[config.mk]
export PLATFORM = sky130hd
export DESIGN_NAME = prog_loader
export DESIGN_NICKNAME = d
export VERILOG_FILES = /design/src/rtl/prog_loader.sv
export SDC_FILE = /design/constraint.sdc
export NUM_CORES = 1
export LEC_CHECK = 0
export BUFFER_PORTS_ARGS = -buffer_cell sky130_fd_sc_hd__buf_2
export CORE_MARGIN = 10
export CORE_UTILIZATION = 50
export DETAILED_ROUTE_END_ITERATION = 6
export GPL_TIMING_DRIVEN = 1
export PLACE_DENSITY = 0.68
export SLEW_MARGIN = 20
export SYNTH_ARGS = -nofsm -noshare
export SYNTH_HDL_FRONTEND = slang
export SYNTH_SLANG_ARGS = --single-unit
[constraint.sdc]
create_clock -name clk -period 3.2 [get_ports clk]
set_input_delay 0.48 -clock clk [delete_from_list [all_inputs] [get_ports clk]]
set_output_delay 0.48 -clock clk [all_outputs]
set_load 0.05 [all_outputs]
[src/rtl/prog_loader.sv]
`default_nettype none
// ============================================================================
// Module   : prog_loader
// Purpose  : UART (8N1) program-image loader. Writes a 16-byte frame into CPU
//            RAM and releases the CPU only after the checksum verifies.
// Revision : 1.0 - initial release
// ============================================================================
module prog_loader #(
  parameter int         CLKS_PER_BIT = 16,
  parameter logic [7:0] SYNC_BYTE    = 8'hA5
) (
  input  logic       clk,
  input  logic       reset,
  input  logic       rx,
  output logic       prog,
  output logic [3:0] addr,
  output logic [7:0] programm_input,
  output logic       cpu_reset,
  output logic       loaded,
  output logic       error
);

  localparam int             c_CW   = $clog2(CLKS_PER_BIT);
  localparam logic [c_CW-1:0] c_HALF = c_CW'(CLKS_PER_BIT / 2 - 1);
  localparam logic [c_CW-1:0] c_FULL = c_CW'(CLKS_PER_BIT - 1);

  localparam logic [1:0] c_RX_IDLE  = 2'd0;
  localparam logic [1:0] c_RX_START = 2'd1;
  localparam logic [1:0] c_RX_DATA  = 2'd2;
  localparam logic [1:0] c_RX_STOP  = 2'd3;

  localparam logic [1:0] c_WAIT_SYNC = 2'd0;
  localparam logic [1:0] c_LOAD      = 2'd1;
  localparam logic [1:0] c_CHECK     = 2'd2;
  localparam logic [1:0] c_RUN       = 2'd3;

  logic            r_rx_meta, r_rx_sync, r_rx_prev;
  logic [1:0]      r_rx_state, w_rx_state_n;
  logic [c_CW-1:0] r_rx_cnt;
  logic [2:0]      r_rx_bit;
  logic [7:0]      r_shift;
  logic            w_byte_valid, w_frame_err;

  logic [1:0] r_state, w_state_n;
  logic [3:0] r_cnt, w_cnt_n;
  logic [7:0] r_sum, w_sum_n;
  logic       r_prog, w_prog_n;
  logic [3:0] r_addr, w_addr_n;
  logic [7:0] r_data, w_data_n;
  logic       r_cpu_reset, w_cpu_reset_n;
  logic       r_loaded, w_loaded_n;
  logic       r_error, w_error_n;

  always_ff @(posedge clk) begin
    if (reset) begin
      r_rx_meta <= 1'b1;
      r_rx_sync <= 1'b1;
      r_rx_prev <= 1'b1;
    end else begin
      r_rx_meta <= rx;
      r_rx_sync <= r_rx_meta;
      r_rx_prev <= r_rx_sync;
    end
  end

  // Stop-bit sample cycle: these strobes are the receiver's byte/framing events
  assign w_byte_valid = (r_rx_state == c_RX_STOP) && (r_rx_cnt == c_FULL) && r_rx_sync;
  assign w_frame_err  = (r_rx_state == c_RX_STOP) && (r_rx_cnt == c_FULL) && !r_rx_sync;

  always_ff @(posedge clk) begin
    if (reset) r_rx_state <= c_RX_IDLE;
    else       r_rx_state <= w_rx_state_n;
  end

  always_comb begin
    w_rx_state_n = r_rx_state;
    case (r_rx_state)
      c_RX_IDLE:  if (r_rx_prev && !r_rx_sync) w_rx_state_n = c_RX_START;
      c_RX_START: if (r_rx_cnt == c_HALF) w_rx_state_n = r_rx_sync ? c_RX_IDLE : c_RX_DATA;
      c_RX_DATA:  if (r_rx_cnt == c_FULL && r_rx_bit == 3'd7) w_rx_state_n = c_RX_STOP;
      default:    if (r_rx_cnt == c_FULL) w_rx_state_n = c_RX_IDLE;
    endcase
  end

  always_ff @(posedge clk) begin
    if (reset) begin
      r_rx_cnt <= '0;
      r_rx_bit <= 3'd0;
      r_shift  <= 8'h00;
    end else begin
      case (r_rx_state)
        c_RX_IDLE: begin
          r_rx_cnt <= '0;
          r_rx_bit <= 3'd0;
        end
        c_RX_START: r_rx_cnt <= (r_rx_cnt == c_HALF) ? '0 : r_rx_cnt + 1'b1;
        c_RX_DATA: begin
          if (r_rx_cnt == c_FULL) begin
            r_rx_cnt <= '0;
            r_rx_bit <= r_rx_bit + 3'd1;
            r_shift  <= {r_rx_sync, r_shift[7:1]};
          end else begin
            r_rx_cnt <= r_rx_cnt + 1'b1;
          end
        end
        default: r_rx_cnt <= (r_rx_cnt == c_FULL) ? '0 : r_rx_cnt + 1'b1;
      endcase
    end
  end

  always_ff @(posedge clk) begin
    if (reset) begin
      r_state     <= c_WAIT_SYNC;
      r_cnt       <= 4'd0;
      r_sum       <= 8'h00;
      r_prog      <= 1'b0;
      r_addr      <= 4'd0;
      r_data      <= 8'h00;
      r_cpu_reset <= 1'b1;
      r_loaded    <= 1'b0;
      r_error     <= 1'b0;
    end else begin
      r_state     <= w_state_n;
      r_cnt       <= w_cnt_n;
      r_sum       <= w_sum_n;
      r_prog      <= w_prog_n;
      r_addr      <= w_addr_n;
      r_data      <= w_data_n;
      r_cpu_reset <= w_cpu_reset_n;
      r_loaded    <= w_loaded_n;
      r_error     <= w_error_n;
    end
  end

  always_comb begin
    w_state_n = r_state;
    if (w_frame_err) begin
      w_state_n = c_WAIT_SYNC;
    end else if (w_byte_valid) begin
      case (r_state)
        c_WAIT_SYNC, c_RUN: if (r_shift == SYNC_BYTE) w_state_n = c_LOAD;
        c_LOAD:             if (r_cnt == 4'd15) w_state_n = c_CHECK;
        default:            w_state_n = (r_shift == r_sum) ? c_RUN : c_WAIT_SYNC;
      endcase
    end
  end

  always_comb begin
    w_prog_n      = 1'b0;
    w_addr_n      = r_addr;
    w_data_n      = r_data;
    w_cpu_reset_n = r_cpu_reset;
    w_loaded_n    = r_loaded;
    w_error_n     = r_error;
    w_cnt_n       = r_cnt;
    w_sum_n       = r_sum;
    if (w_frame_err) begin
      w_error_n = 1'b1;
    end else if (w_byte_valid) begin
      case (r_state)
        c_WAIT_SYNC, c_RUN: begin
          if (r_shift == SYNC_BYTE) begin
            w_error_n     = 1'b0;
            w_cnt_n       = 4'd0;
            w_sum_n       = 8'h00;
            w_cpu_reset_n = 1'b1;
            w_loaded_n    = 1'b0;
          end
        end
        c_LOAD: begin
          w_prog_n = 1'b1;
          w_addr_n = r_cnt;
          w_data_n = r_shift;
          w_sum_n  = r_sum + r_shift;
          w_cnt_n  = r_cnt + 4'd1;
        end
        default: begin
          if (r_shift == r_sum) begin
            w_cpu_reset_n = 1'b0;
            w_loaded_n    = 1'b1;
          end else begin
            w_error_n = 1'b1;
          end
        end
      endcase
    end
  end

  assign prog           = r_prog;
  assign addr           = r_addr;
  assign programm_input = r_data;
  assign cpu_reset      = r_cpu_reset;
  assign loaded         = r_loaded;
  assign error          = r_error;

endmodule
`default_nettype wire

==> results.cfg <==
[pwr]
clkPwrFrac = 0.353
swShare = 0.263
switching_power_w = 0.000296
p_per_area_nw_per_um2 = 431
intPower_w = 0.000829
seqPwrFrac = 0.573
comb_power_share = 0.074
irDropWorstVdd_v = 0.000255
leakagePower_nw = 1.22

[sta]
fmax_mhz = 446
setup_viol = 0
slew_headroom = 0.505
setup_ws_ns = 0.957
fin_worst_skew_ns = 0.00963
min_period_ns = 2.24
hold_viol = 0
finalCritPeriodShare = 0.701
slew_violations = 0
fin_tns_setup_ns = 0
rsz0062_at_grt = false
worstMarginPinSlew_ns = 0.739
holdWs_ns = 0.350

[worst_hold_path]
hp-class = primary input to register
min_from = rx
worstHoldPathCells = 2
hold_end = r_rx_meta

[clock_tree]
numCtsBuffers = 5
cts-root-buf = clkbuf_8
cts_sinks = 50
clk_path_buf_depth = 2
post_cts_resized = 0
worstSkewPairLatency_ns = 0.32
clk_pin_slew_ns = 0.09
hold_buffers = 0
cts_tree = yes
htreeDepth = 2
post-cts-setup-buffers = 0

[floorplan]
row_count = 25
core_area_um2 = 4690
dieArea_um2 = 7990
initial_core_util = 0.513
pin_count = 19
die_w_um = 89.4
die_y_um = 89.4

[finish]
utilization = 0.556
final.fill_count = 428
drive_above_1_share = 0.134
syn_to_final_growth_pct = 8.48
diodes = 0
final_nets = 297

[place]
place_ws_ns = 0.967
port_buffers = 18
hpwl_mm = 3.33
gp_congestion = 0.816

[logic_synthesis]
synth_ff_type = dfxtp_1
ys_seq_elements = 50
ys_seq_area_frac = 0.416
yosys.cell_types.count = 48
synth_area_um2 = 2410
synth_cells = 260
synth_edf_count = 0
async_flop_share = 0
synthesis.nets = 282
yosysWarnings = 0
syn_area_per_cell_um2 = 9.25

[detailed_routing]
vias = 1843
wirelength_mm = 4.65
ant_nets = 0
wl_per_cell_um = 14.1
drt_pass1_iterations = 4
viasPerCell = 5.58
drt_iter0_markers = 90
drcViolationCount = 0

[worst_setup_path]
timing.rr.start = r_rx_cnt[0]
criticalPathCategory = register to register
worst_ep_required_time_ns = 3.42
worst-r2r-setup-slack_ns = 0.96
cp-start-kind = register
worst_setup_path_end_kind = register
worst-path-max-fanout = 12
reg2reg_to = r_cnt[3]
r2r_cells = 6
arrival_ns = 2.46

[global_route]
antenna_found_initial = 0
overflow = 0
grt.total_usage = 0.124
grt_pass1_wl_mm = 7.83
grt_max_degree = 32
grt_pass1_vias = 1727

[status]
status = completed

[job]
drv_cap = 0
-- logic make-up after synthesis --
group / share of synthesized area
mux: 0.0624
compound gates: 0.161
simple gates: 0.186
flops: 0.416
fa+ha+maj: 0.102
xor+xnor: 0.0328
buf+inv: 0.0406
-- layer usage --
layer	up-vias	wire [um]	global-route usage
met3	5	238	0.0365
met1	860	2250	0.155
met5	-	0	0
met4	0	55	0.0491
li1	951	-	-
met2	27	2110	0.194
-- cell type report --
type	instances	area, um2	share of cell area
clock buffers	5	68.8	0.0264
flip-flops and latches	50	1000	0.384
repair buffers	20	105	0.0403
multi-input cells	189	1310	0.501
inverters	9	33.8	0.0129
well taps	54	67.6	0.0259
clock inverters	3	26.3	0.0101
-- state kept, by name, summed over array words and instances, names as in the netlist, 3 cells and up --
register,flops
programm_input,8
r_rx_cnt,4
r_sum,8
r_rx_bit,3
r_shift,8
addr,4
r_cnt,4
-- cell usage after synthesis (3+ instances only) --
cell type	count	area (um2)
nand2_1	21	78.8
dfxtp_1	50	1000
or2_2	3	18.8
nor2_1	36	135
xnor2_1	4	35.0
a21o_1	3	22.5
nor3_1	4	20.0
mux2i_1	15	150
buf_2	3	15.0
a21oi_1	16	80.1
clkbuf_1	6	22.5
a22oi_1	10	75.1
a211o_1	3	26.3
and2_1	4	25.0
inv_1	9	33.8
ha_1	18	225
o21ai_0	8	40.0
xor2_1	5	43.8
a311oi_1	3	26.3
nand3_1	5	25.0
-- stage by stage --
stage | total power, W | instance area [um2] | cells
2_1_floorplan | 0.000725 | 2410 | 260
4_1_cts | 0.00114 | 2610 | 330
5_1_grt | 0.00117 | 2610 | 330
6_report | 0.00113 | 2610 | 330
3_5_place_dp | 0.000743 | 2510 | 322
3_3_place_gp | 0.000743 | 2510 | 322
-- power groups by stage --
| stage | clock network [W] | logic (W) | registers (W) |
|---|---|---|---|
| 2_1_floorplan | 0 | 0.0000680 | 0.000657 |
| 3_3_place_gp | 0 | 0.0000835 | 0.000659 |
| 3_5_place_dp | 0 | 0.0000835 | 0.000659 |
| 4_1_cts | 0.000407 | 0.0000839 | 0.000645 |
| 5_1_grt | 0.000429 | 0.0000969 | 0.000647 |
| 6_report | 0.000397 | 0.0000829 | 0.000645 |
-- worst max-delay path by stage --
| stage | startpoint | end | slack, ns | depth (start not counted) |
|---|---|---|---|---|
| finish | r_rx_cnt[0] | r_cnt[3] | 0.96 | 6 |
| CTS | r_rx_cnt[0] | r_cnt[3] | 0.93 | 6 |
| detailed placement | r_rx_cnt[0] | r_cnt[3] | 0.97 | 6 |
| global placement | r_rx_cnt[0] | r_cnt[3] | 1.03 | 6 |
| global route | r_rx_cnt[0] | r_cnt[3] | 0.79 | 6 |
| floorplan | r_shift[0] | r_sum[6] | 1.21 | 7 |
-- cells in the final DEF, fill, tap and decap left out, types with 8 or more instances in the layout --
master   synthesis  layout
dfxtp_1         50      50
nor2_1          36      36
nand2_1         21      21
ha_1            18      18
buf_2            3      18
a21oi_1         16      16
mux2i_1         15      15
a22oi_1         10      10
inv_1            9       9
o21ai_0          8       8
-- worst max-delay path, cell delays in order, from the launching register on --
cell,delay [ns]
dfxtp_1,0.36
ha_1,0.22
and3_1,0.33
nand3_4,0.12
nor3_2,0.64
a41oi_1,0.20
a311oi_1,0.27
(Power assumes the default switching activity.)
